## config.mk

```make
export PLATFORM = sky130hd
export DESIGN_NAME = accum_sequencer_16bit_flat
export DESIGN_NICKNAME = d
export VERILOG_FILES = /design/src/rtl/accum_sequencer_16bit_if.sv /design/src/rtl/accum_sequencer_16bit.sv /design/src/flat_wrapper.sv
export SDC_FILE = /design/constraint.sdc
export NUM_CORES = 1
export LEC_CHECK = 0
export CORE_ASPECT_RATIO = 0.7
export CORE_MARGIN = 3
export CORE_UTILIZATION = 36
export CTS_CLUSTER_DIAMETER = 100
export CTS_CLUSTER_SIZE = 30
export DETAILED_ROUTE_END_ITERATION = 16
export PLACE_DENSITY = 0.85
export REMOVE_ABC_BUFFERS = 1
export SYNTH_ARGS = -nofsm -noshare
export SYNTH_HDL_FRONTEND = slang
export SYNTH_SLANG_ARGS = --single-unit
```

## constraint.sdc

```tcl
create_clock -name clk -period 3.4 [get_ports clk]
set_input_delay 0.68 -clock clk [delete_from_list [all_inputs] [get_ports clk]]
set_output_delay 0.68 -clock clk [all_outputs]
set_load 0.05 [all_outputs]
```

## src/rtl/accum_sequencer_16bit_if.sv

```systemverilog
// Bus bundle for accum_sequencer_16bit.
// Carries the sample input handshake, the adder operand/result path and the
// result output handshake. clk/rst are not part of the bundle.
//   slave  : the sequencer side (drives in_ready, adder_a/b/cin, out_*, busy)
//   master : the environment side (drives samples, adder results, out_ready, clear)
interface accum_sequencer_16bit_if #(
  parameter int unsigned WIDTH = 16
);
  logic             clear;
  logic             in_valid;
  logic [WIDTH-1:0] in_data;
  logic             in_ready;
  logic [WIDTH-1:0] adder_a;
  logic [WIDTH-1:0] adder_b;
  logic             adder_cin;
  logic [WIDTH-1:0] adder_sum;
  logic             adder_overflow;
  logic             out_valid;
  logic [WIDTH-1:0] out_sum;
  logic             out_overflow;
  logic             out_ready;
  logic             busy;

  modport slave (
    input  clear, in_valid, in_data, adder_sum, adder_overflow, out_ready,
    output in_ready, adder_a, adder_b, adder_cin, out_valid, out_sum, out_overflow, busy
  );

  modport master (
    output clear, in_valid, in_data, adder_sum, adder_overflow, out_ready,
    input  in_ready, adder_a, adder_b, adder_cin, out_valid, out_sum, out_overflow, busy
  );
endinterface

```

## src/rtl/accum_sequencer_16bit.sv

```systemverilog
// Operand sequencer and result capture for an external combinational 16-bit adder.
// Accumulates NUM_SAMPLES accepted samples (a = acc, b = sample, cin = 0) and
// presents the total plus a sticky overflow flag on a valid/ready output.
//
// Ports:
//   clk  : rising-edge clock
//   rst  : synchronous active-high reset (priority over clear)
//   bus  : accum_sequencer_16bit_if.slave
//          clear, in_valid/in_data/in_ready, adder_a/b/cin, adder_sum/overflow,
//          out_valid/out_sum/out_overflow/out_ready, busy
//
// Configuration:
//   ACCUM_SATURATE_EN : when defined, an overflowing beat pins acc to all-ones
//                       until the result is taken; otherwise acc wraps.
module accum_sequencer_16bit #(
  parameter int unsigned NUM_SAMPLES = 4,
  parameter int unsigned WIDTH       = 16
) (
  input logic                   clk,
  input logic                   rst,
  accum_sequencer_16bit_if.slave bus
);

  localparam int unsigned CntW = $clog2(NUM_SAMPLES + 1);
  localparam logic [CntW-1:0] CntLast = CntW'(NUM_SAMPLES);

  typedef enum logic [1:0] {StIdle, StAccum, StDone} state_e;

  state_e           state_q;
  logic [WIDTH-1:0] acc_q;
  logic [CntW-1:0]  cnt_q;
  logic             ovf_q;
  logic             in_ready_q;
  logic             out_valid_q;
  logic             busy_q;

  logic             accept;
  logic [CntW-1:0]  cnt_inc;
  logic [WIDTH-1:0] acc_next;

  assign accept  = bus.in_valid & in_ready_q;
  assign cnt_inc = cnt_q + 1'b1;

`ifdef ACCUM_SATURATE_EN
  // ovf_q can only be set by an overflow, so it doubles as the "saturated" flag.
  assign acc_next = (ovf_q | bus.adder_overflow) ? {WIDTH{1'b1}} : bus.adder_sum;
`else
  assign acc_next = bus.adder_sum;
`endif

  always_ff @(posedge clk) begin
    if (rst || bus.clear) begin
      state_q     <= StIdle;
      acc_q       <= '0;
      cnt_q       <= '0;
      ovf_q       <= 1'b0;
      in_ready_q  <= 1'b1;
      out_valid_q <= 1'b0;
      busy_q      <= 1'b0;
    end else begin
      unique case (state_q)
        StIdle, StAccum: begin
          if (accept) begin
            acc_q  <= acc_next;
            ovf_q  <= ovf_q | bus.adder_overflow;
            cnt_q  <= cnt_inc;
            busy_q <= 1'b1;
            if (cnt_inc == CntLast) begin
              state_q     <= StDone;
              in_ready_q  <= 1'b0;
              out_valid_q <= 1'b1;
            end else begin
              state_q <= StAccum;
            end
          end
        end
        StDone: begin
          // acc/ovf are untouched here, so out_sum/out_overflow hold while stalled.
          if (bus.out_ready) begin
            state_q     <= StIdle;
            acc_q       <= '0;
            cnt_q       <= '0;
            ovf_q       <= 1'b0;
            in_ready_q  <= 1'b1;
            out_valid_q <= 1'b0;
            busy_q      <= 1'b0;
          end
        end
        default: begin
          state_q     <= StIdle;
          acc_q       <= '0;
          cnt_q       <= '0;
          ovf_q       <= 1'b0;
          in_ready_q  <= 1'b1;
          out_valid_q <= 1'b0;
          busy_q      <= 1'b0;
        end
      endcase
    end
  end

  assign bus.in_ready     = in_ready_q;
  assign bus.adder_a      = acc_q;
  assign bus.adder_b      = bus.in_data;
  assign bus.adder_cin    = 1'b0;
  assign bus.out_valid    = out_valid_q;
  assign bus.out_sum      = acc_q;
  assign bus.out_overflow = ovf_q;
  assign bus.busy         = busy_q;

endmodule

```

## src/flat_wrapper.sv

```systemverilog
// flat-port wrapper written by rule: the top's interface ports become plain ports
module accum_sequencer_16bit_flat 
#(
  parameter int unsigned NUM_SAMPLES = 4,
  parameter int unsigned WIDTH       = 16
)
  (clk, rst, bus_clear, bus_in_valid, bus_in_data, bus_adder_sum, bus_adder_overflow, bus_out_ready, bus_in_ready, bus_adder_a, bus_adder_b, bus_adder_cin, bus_out_valid, bus_out_sum, bus_out_overflow, bus_busy);
  accum_sequencer_16bit_if #(.WIDTH(WIDTH)) bus_i ();
  input logic clk;
  input logic rst;
  input wire logic [$bits(bus_i.clear)-1:0] bus_clear;
  input wire logic [$bits(bus_i.in_valid)-1:0] bus_in_valid;
  input wire logic [$bits(bus_i.in_data)-1:0] bus_in_data;
  input wire logic [$bits(bus_i.adder_sum)-1:0] bus_adder_sum;
  input wire logic [$bits(bus_i.adder_overflow)-1:0] bus_adder_overflow;
  input wire logic [$bits(bus_i.out_ready)-1:0] bus_out_ready;
  output wire logic [$bits(bus_i.in_ready)-1:0] bus_in_ready;
  output wire logic [$bits(bus_i.adder_a)-1:0] bus_adder_a;
  output wire logic [$bits(bus_i.adder_b)-1:0] bus_adder_b;
  output wire logic [$bits(bus_i.adder_cin)-1:0] bus_adder_cin;
  output wire logic [$bits(bus_i.out_valid)-1:0] bus_out_valid;
  output wire logic [$bits(bus_i.out_sum)-1:0] bus_out_sum;
  output wire logic [$bits(bus_i.out_overflow)-1:0] bus_out_overflow;
  output wire logic [$bits(bus_i.busy)-1:0] bus_busy;
  assign bus_i.clear = bus_clear;
  assign bus_i.in_valid = bus_in_valid;
  assign bus_i.in_data = bus_in_data;
  assign bus_i.adder_sum = bus_adder_sum;
  assign bus_i.adder_overflow = bus_adder_overflow;
  assign bus_i.out_ready = bus_out_ready;
  assign bus_in_ready = bus_i.in_ready;
  assign bus_adder_a = bus_i.adder_a;
  assign bus_adder_b = bus_i.adder_b;
  assign bus_adder_cin = bus_i.adder_cin;
  assign bus_out_valid = bus_i.out_valid;
  assign bus_out_sum = bus_i.out_sum;
  assign bus_out_overflow = bus_i.out_overflow;
  assign bus_busy = bus_i.busy;
  accum_sequencer_16bit #(.NUM_SAMPLES(NUM_SAMPLES), .WIDTH(WIDTH)) u_core (.clk(clk), .rst(rst), .bus(bus_i));
endmodule
```

==> impl_table.tex, run 1 <==
\begin{tabular}{lr}
\hline
Metric & Value \\
\hline
\multicolumn{2}{l}{\textbf{Floorplan}} \\
Core area & 3000 um2 \\
I/O pin cnt & between 90 and 100 \\
Die W & between 70 and 80 um \\
Die height & 54.5 um \\
Die outline area & about 4100 um2 \\
Rows & 16 \\
Starting density of the core & 40.2\% \\
\multicolumn{2}{l}{\textbf{Clocking}} \\
Clock Pin Slew Worst Setup and Hold Paths & 0.08 ns \\
Number of buffers inserted to repair setup after CTS & 0 \\
CTS tree & done \\
Clock sinks & 25 \\
Maximum level of the CTS H-tree & 1 \\
\# hold bufs at CTS & 0 \\
Source-to-sink clock delay at the later pin of the worst-skew pair & approximately 0.26 ns \\
Number of buffers on the longest clock path & 2 \\
Root cell of the clock tree & sky130\_fd\_sc\_hd\_\_clkbuf\_8 \\
Post-CTS Resized & 0 \\
TritonCTS Buffers & 3 \\
\multicolumn{2}{l}{\textbf{Worst setup path}} \\
Required arrival time at the worst endpoint & 2.72 ns \\
Family of cells with the greatest summed delay on the critical path & buffers and inverters \\
Largest incremental delay on the critical path & 0.88 ns \\
Worst Path Buf+Inv & 1 \\
List of cells traversed by the critical path & clkdlybuf4s50\_1 \\
Critical path data arrival time & roughly 1.6 ns \\
Maximum fanout encountered on the critical timing path & 8 \\
Cell with the largest stage delay on the worst path & sky130\_fd\_sc\_hd\_\_clkdlybuf4s50\_1 \\
Worst setup EP type & primary output \\
CP Class & register to primary output \\
Crit path launch type & register \\
\multicolumn{2}{l}{\textbf{GRT}} \\
First-pass GRT wire length & 4610 um \\
Number of antenna violations at the first check in global routing & 0 \\
Pin count of the biggest net entering global routing & 15 \\
Global-route usage over all layers & 15.1\% \\
Global route overflow & 0 \\
Vias in the first global route & 904 \\
\multicolumn{2}{l}{\textbf{STA}} \\
Worst-margin pin slew & 0.807 ns \\
Count of final max-slew check failures & 0 \\
RSZ-0062 raised after global routing & false \\
Final period util & 67.9\% \\
Final Hold Vio Count & 0 \\
Total Negative Setup Slacks & 0 ns \\
Endpoints failing setup & 0 \\
Maximum clock rate & 433 MHz \\
Worst Hold Margin & 0.472 ns \\
Final Critical Period & roughly 2.3 ns \\
Setup ws final & 1.09 ns \\
Worst relative slew slack & 45.9\% \\
Worst clock skew on the final layout & 0.00239 ns \\
\multicolumn{2}{l}{\textbf{Finish}} \\
Share of cells above drive strength 1 & between 6 and 7\% \\
Number of nets in the layout & 187 \\
Flip-flop and latch area & between 500 and 600 um2 \\
Layout filler cell count & roughly 260 \\
Ant. Diodes & 0 \\
Combined area of the multi-input logic cells & 434 um2 \\
Layout Cell Area excl Fill & 1600 um2 \\
Synthesis-to-layout area growth & 32.0\% \\
\multicolumn{2}{l}{\textbf{Drt}} \\
Post-DRT Antenna Nets & 0 \\
Initial DRC count & 39 \\
Via count of the routed design & 929 \\
Vias per cell & 5.10 \\
Aggregate routed wire length & approximately 3000 um \\
DRC violations left & 0 \\
Average detailed-routed wire length per instance & between 15 and 20 um \\
First-pass iteration count of the detailed router & 4 \\
\multicolumn{2}{l}{\textbf{Placement}} \\
Placed cell area & roughly 1600 um2 \\
Setup WS pre-CTS & 0.923 ns \\
Global placement routability congestion & 0.828 \\
Total half-perimeter wirelength after legalization and detailed placement & 2340 um \\
Count of port buffers added during placement & 57 \\
\multicolumn{2}{l}{\textbf{Synth}} \\
Share of synthesized area spent on multiplexers & 0\% \\
Fraction of synthesized cell area in xor and xnor cells & 0.725\% \\
Summed instance area of the synthesized netlist & approximately 1200 um2 \\
Share of the synthesized area in compound gates (AO/OA/AOI/OAI) & 21.5\% \\
Area share of and/or/nand/nor cells after synthesis & 11.3\% \\
Distinct cell type count of the synthesized netlist & 29 \\
Flop and latch count out of synthesis & 25 \\
Combinational family with the most area after synthesis & buffers and inverters \\
Sequential area share after synthesis & 41.4\% \\
Post-synthesis share of cell area spent on full adders, half adders and majority gates & 2.07\% \\
Synthesized area per cell & between 9 and 10 um2 \\
Gate Count Post-Synth & 122 \\
Count of warnings emitted by yosys & 0 \\
\multicolumn{2}{l}{\textbf{Pwr}} \\
Cell area power density & 375 nW/um2 \\
Peak VDD IR & 0.226 mV \\
Static Leak & 0.602 nW \\
PnR Total Power & approximately 600 uW \\
\multicolumn{2}{l}{\textbf{Job}} \\
Number of max-cap violations & 0 \\
\multicolumn{2}{l}{\textbf{Outcome}} \\
Run status & finished clean \\
\multicolumn{2}{l}{\textbf{Hold path}} \\
Worst Hold Class & register to register \\
\hline
\end{tabular}
==> per-stage QoR <==
stage          instances  utilization, %
2_1_floorplan         85               -
3_3_place_gp         178            51.6
3_5_place_dp         178            51.6
4_1_cts              182            53.1
5_1_grt              182            53.1
6_report             182            53.1
==> synthesized netlist by cell type <==
master,instances,area share [%]
sky130_fd_sc_hd__nor3b_2,1,1.0
sky130_fd_sc_hd__nand2_2,1,0.52
sky130_fd_sc_hd__buf_6,1,0.93
sky130_fd_sc_hd__o21ai_0,5,2.1
sky130_fd_sc_hd__a21o_1,3,1.9
sky130_fd_sc_hd__a211oi_1,1,0.62
sky130_fd_sc_hd__a22o_1,14,10
sky130_fd_sc_hd__buf_2,3,1.2
sky130_fd_sc_hd__buf_4,33,20
sky130_fd_sc_hd__a31oi_1,2,1.0
sky130_fd_sc_hd__nor3_2,1,0.83
sky130_fd_sc_hd__a21oi_4,1,1.3
sky130_fd_sc_hd__or3b_4,1,0.93
sky130_fd_sc_hd__or3_1,1,0.52
sky130_fd_sc_hd__dfxtp_1,25,41
sky130_fd_sc_hd__ha_1,2,2.1
sky130_fd_sc_hd__nand3_1,1,0.41
sky130_fd_sc_hd__nand4b_1,2,1.4
sky130_fd_sc_hd__nand2_1,5,1.6
sky130_fd_sc_hd__nand3b_1,1,0.62
sky130_fd_sc_hd__o21ba_1,1,0.83
sky130_fd_sc_hd__and3b_1,1,0.72
sky130_fd_sc_hd__or2_1,1,0.52
sky130_fd_sc_hd__nor2_1,2,0.62
sky130_fd_sc_hd__xor2_1,1,0.72
sky130_fd_sc_hd__a21o_2,1,0.72
sky130_fd_sc_hd__a21oi_1,7,2.9
sky130_fd_sc_hd__conb_1,1,0.31
sky130_fd_sc_hd__nand2b_1,3,1.6
==> power by group <==
| group | switching, mW | internal, mW |
|---|---|---|
| Sequential | 0.00674 | 0.301 |
| Clock | 0.0832 | 0.0835 |
| Combinational | 0.0725 | 0.0515 |
| Total | 0.162 | 0.436 |
==> final cells by class <==
cell class | count | area share [%]
clock buffer | 4 | 2.82
timing repair buffer | 57 | 35.8
sequential | 25 | 31.4
tap | 36 | 2.82
multi-input combinational | 60 | 27.2
==> state kept, by name, indices dropped and copies added, names as in the netlist <==
name / count
u_core.bus.adder_a: 16
u_core.bus.in_ready: 1
u_core.bus.busy: 1
u_core.cnt_q: 3
u_core.bus.out_valid: 1
u_core.bus.out_overflow: 1
u_core.state_q: 2
==> final timing paths <==
path	start	to	slack, ns	depth (start not counted)
max	u_core.bus.in_ready	bus_in_ready	1.09	1
min	u_core.bus.out_valid	u_core.bus.out_valid	0.47	2
max reg2reg	u_core.state_q[1]	u_core.bus.adder_a[13]	1.80	3
min reg2reg	u_core.bus.out_valid	u_core.bus.out_valid	0.47	2
==> layout by cell type (no fill, tap or decap), drive strengths merged <==
master         count
a211oi             1
a21o               4
a21oi              8
a22o              14
a31oi              2
and3b              1
clkbuf             4
clkdlybuf4s50     57
conb               1
dfxtp             25
ha                 2
nand2              6
nand2b             3
nand3              1
nand3b             1
nand4b             2
nor2               2
nor3               1
nor3b              1
o21ai              5
o21ba              1
or2                1
or3                1
or3b               1
xor2               1
==> layer usage <==
layer  wire length (um)  GRT usage (%)  vias up
li1                   -              -      444
met1               1210           18.5      429
met2               1440           23.8       54
met3                308           6.97        2
met4                 31           3.49        0
met5                  0           5.56        -
==> tightest hold or removal path: stages, from the launching register on <==
cell                      delay (ns)
sky130_fd_sc_hd__dfxtp_1        0.32
sky130_fd_sc_hd__nand2_1        0.05
sky130_fd_sc_hd__a21oi_1        0.06
==> logic make-up (layout without fill, tap and decap cells) <==
family | after synthesis | count (layout)
compound gates | 35 | 35
xor+xnor | 1 | 1
fa+ha+maj | 2 | 2
buf+inv | 37 | 61
flops | 25 | 25
other cells | 1 | 1
simple gates | 21 | 21
Power figures use the tool's default switching activity.
==> run 2, diff against run 1 <==
--- a/config.mk
+++ b/config.mk
@@ -7,11 +7,11 @@
 export LEC_CHECK = 0
 export CORE_ASPECT_RATIO = 0.7
 export CORE_MARGIN = 3
-export CORE_UTILIZATION = 36
+export CORE_UTILIZATION = 30
 export CTS_CLUSTER_DIAMETER = 100
 export CTS_CLUSTER_SIZE = 30
 export DETAILED_ROUTE_END_ITERATION = 16
-export PLACE_DENSITY = 0.85
+export PLACE_DENSITY = 0.75
 export REMOVE_ABC_BUFFERS = 1
 export SYNTH_ARGS = -nofsm -noshare
 export SYNTH_HDL_FRONTEND = slang
==> constraint.sdc (replaced) <==
create_clock -name clk -period 2.05 [get_ports clk]
set_input_delay 0.41 -clock clk [delete_from_list [all_inputs] [get_ports clk]]
set_output_delay 0.41 -clock clk [all_outputs]
set_load 0.05 [all_outputs]
==> run 2 against run 1 <==
Effect of this change: routed wire length decreased by 1.1%; utilization fell by 9.3 points; combinational power increased by 66%.
==> impl_table.tex, run 2 (same netlist as run 1, synthesis figures left out) <==
\begin{tabular}{lr}
\hline
Metric & Value \\
\hline
\multicolumn{2}{l}{\textbf{Worst setup path}} \\
CP Class & register to primary output \\
Required arrival time at the worst endpoint & 1.64 ns \\
Crit path launch type & register \\
Critical path data arrival time & 1.48 ns \\
Family of cells with the greatest summed delay on the critical path & buffers and inverters \\
Maximum fanout encountered on the critical timing path & 4 \\
Worst setup EP type & primary output \\
Capture point of the worst reg-to-reg path & u\_core.bus.adder\_a[8] \\
Largest incremental delay on the critical path & roughly 0.84 ns \\
List of cells traversed by the critical path & clkdlybuf4s50\_1 \\
Capturing instance or port of the critical path & bus\_adder\_a[4] \\
Reg-to-reg startpoint & u\_core.state\_q[1] \\
R2R cell count & 3 \\
R2R setup slack & between 0.4 and 0.5 ns \\
Timing startpoint of the critical path & u\_core.bus.adder\_a[4] \\
Critical path depth in cells & 1 \\
Cell with the largest stage delay on the worst path & sky130\_fd\_sc\_hd\_\_clkdlybuf4s50\_1 \\
Worst Path Buf+Inv & 1 \\
\multicolumn{2}{l}{\textbf{Outcome}} \\
Run status & finished clean \\
\multicolumn{2}{l}{\textbf{Hold path}} \\
Critical hold path startpoint & u\_core.bus.out\_valid \\
Worst Hold Class & register to register \\
\multicolumn{2}{l}{\textbf{Finish}} \\
Synthesis-to-layout area growth & 33.9\% \\
Combined area of the multi-input logic cells & 434 um2 \\
Flip-flop count of the largest register after layout & 16 \\
Number of nets in the layout & 188 \\
Layout Cell Area excl Fill & 1620 um2 \\
Most frequent cells in the layout & sky130\_fd\_sc\_hd\_\_clkdlybuf4s50\_1, sky130\_fd\_sc\_hd\_\_dfxtp\_1, sky130\_fd\_sc\_hd\_\_a22o\_1 \\
Layout filler cell count & 380 \\
Number of standard cells in the layout, taps in and fillers out & 197 \\
Share of cells above drive strength 1 & 7.48\% \\
Ant. Diodes & 0 \\
Most common cell after layout, fill and taps aside & sky130\_fd\_sc\_hd\_\_clkdlybuf4s50\_1 \\
Flip-flop and latch area & $\sim$500 um2 \\
\multicolumn{2}{l}{\textbf{Drt}} \\
Vias per cell & 4.73 \\
Average detailed-routed wire length per instance & $\sim$15 um \\
Post-DRT Antenna Nets & 0 \\
Via count of the routed design & 931 \\
DRC violations left & 0 \\
Initial DRC count & 39 \\
Aggregate routed wire length & between 2000 and 3000 um \\
First-pass iteration count of the detailed router & 4 \\
\multicolumn{2}{l}{\textbf{Clocking}} \\
Post-CTS Resized & 0 \\
Number of buffers inserted to repair setup after CTS & 0 \\
TritonCTS Buffers & 3 \\
Maximum level of the CTS H-tree & 1 \\
Clock sinks & 25 \\
Source-to-sink clock delay at the later pin of the worst-skew pair & 0.26 ns \\
Root cell of the clock tree & sky130\_fd\_sc\_hd\_\_clkbuf\_8 \\
CTS tree & done \\
Number of buffers on the longest clock path & 2 \\
\# hold bufs at CTS & 0 \\
Clock Pin Slew Worst Setup and Hold Paths & $\sim$0.080 ns \\
\multicolumn{2}{l}{\textbf{STA}} \\
Worst-margin pin slew & 0.516 ns \\
Total Negative Setup Slacks & 0 ns \\
Final Critical Period & $\sim$1.9 ns \\
Final Hold Vio Count & 0 \\
Final period util & between 90\% and 100\% \\
Endpoints failing setup & 0 \\
RSZ-0062 raised after global routing & false \\
Count of final max-slew check failures & 0 \\
Worst relative slew slack & between 60 and 70\% \\
Maximum clock rate & 529 MHz \\
Setup ws final & between 0.15 and 0.2 ns \\
Worst clock skew on the final layout & 0.00329 ns \\
Worst Hold Margin & 0.457 ns \\
\multicolumn{2}{l}{\textbf{Placement}} \\
Placed cell area & 1570 um2 \\
Total half-perimeter wirelength after legalization and detailed placement & 2280 um \\
Global placement routability congestion & 0.760 \\
Setup WS pre-CTS & 0.0776 ns \\
Count of port buffers added during placement & 57 \\
Placed insts & 193 \\
\multicolumn{2}{l}{\textbf{Floorplan}} \\
Die W & roughly 80 um \\
Die height & 59.1 um \\
I/O pin cnt & slightly above 90 \\
Die outline area & 4840 um2 \\
Starting density of the core & 32.7\% \\
Rows & 18 \\
Core area & 3690 um2 \\
\multicolumn{2}{l}{\textbf{GRT}} \\
Vias in the first global route & 945 \\
First-pass GRT wire length & $\sim$4600 um \\
Pin count of the biggest net entering global routing & 15 \\
Global route overflow & 0 \\
Global-route usage over all layers & 12.5\% \\
Number of antenna violations at the first check in global routing & 0 \\
\multicolumn{2}{l}{\textbf{Pwr}} \\
Cell area power density & 616 nW/um2 \\
Static Leak & 0.607 nW \\
Peak VDD IR & between 0.2 and 0.3 mV \\
\multicolumn{2}{l}{\textbf{Job}} \\
Number of max-cap violations & 0 \\
\hline
\end{tabular}
[run 2: changes by cell type in the layout (fill, tap and decap cells not counted), sizes merged]
cell           before  now
buf                 0    2
clkdlybuf4s50      57   56
[run 2: routing by layer]
layer | share of wire (%) | track usage (%) | vias up
met5 | 0 | 3.33 | -
met4 | 1.2 | 4.27 | 0
met3 | 12 | 6.53 | 2
met2 | 47 | 18.2 | 57
met1 | 40 | 15.6 | 430
li1 | - | - | 442
[run 2: cell type report]
| cell class | count | share of cell area (%) |
|---|---|---|
| timing repair buffer | 58 | 35.6 |
| multi-input combinational | 60 | 26.8 |
| tap | 50 | 3.87 |
| clock buffer | 4 | 2.78 |
| sequential | 25 | 30.9 |
[run 2: worst min-delay path by stage]
| stage | to | cells after the start | slack, ns |
|---|---|---|---|
| after floorplan | u_core.state_q[0] | 2 | 0.48 |
| after detailed placement | u_core.bus.out_valid | 2 | 0.45 |
| after global routing | u_core.bus.out_valid | 2 | 0.49 |
| after global placement | u_core.bus.out_valid | 2 | 0.45 |
| after CTS | u_core.bus.out_valid | 2 | 0.46 |
| final | u_core.bus.out_valid | 2 | 0.46 |
[run 2: worst register-to-register path, delay by kind of cell, from the launching register on]
family | cells | cell delay, ns
AND/OR/NAND/NOR | 1 | 0.46
AO/OA/AOI/OAI | 2 | 0.60
flip-flops | 1 | 0.52
[run 2: through the flow]
step / power, mW / utilization (%)
after detailed placement: 0.729 / 42.6
after global placement: 0.726 / 42.6
final: 0.997 / 43.8
after floorplan: 0.633 / -
after CTS: 1.02 / 43.8
after global routing: 1.04 / 43.8
[run 2: power by group]
group          leakage, nW  switching, mW  internal [mW]
clock network       0.0228          0.142          0.139
registers            0.204         0.0110          0.499
logic                0.381          0.120         0.0863
total                0.607          0.273          0.724
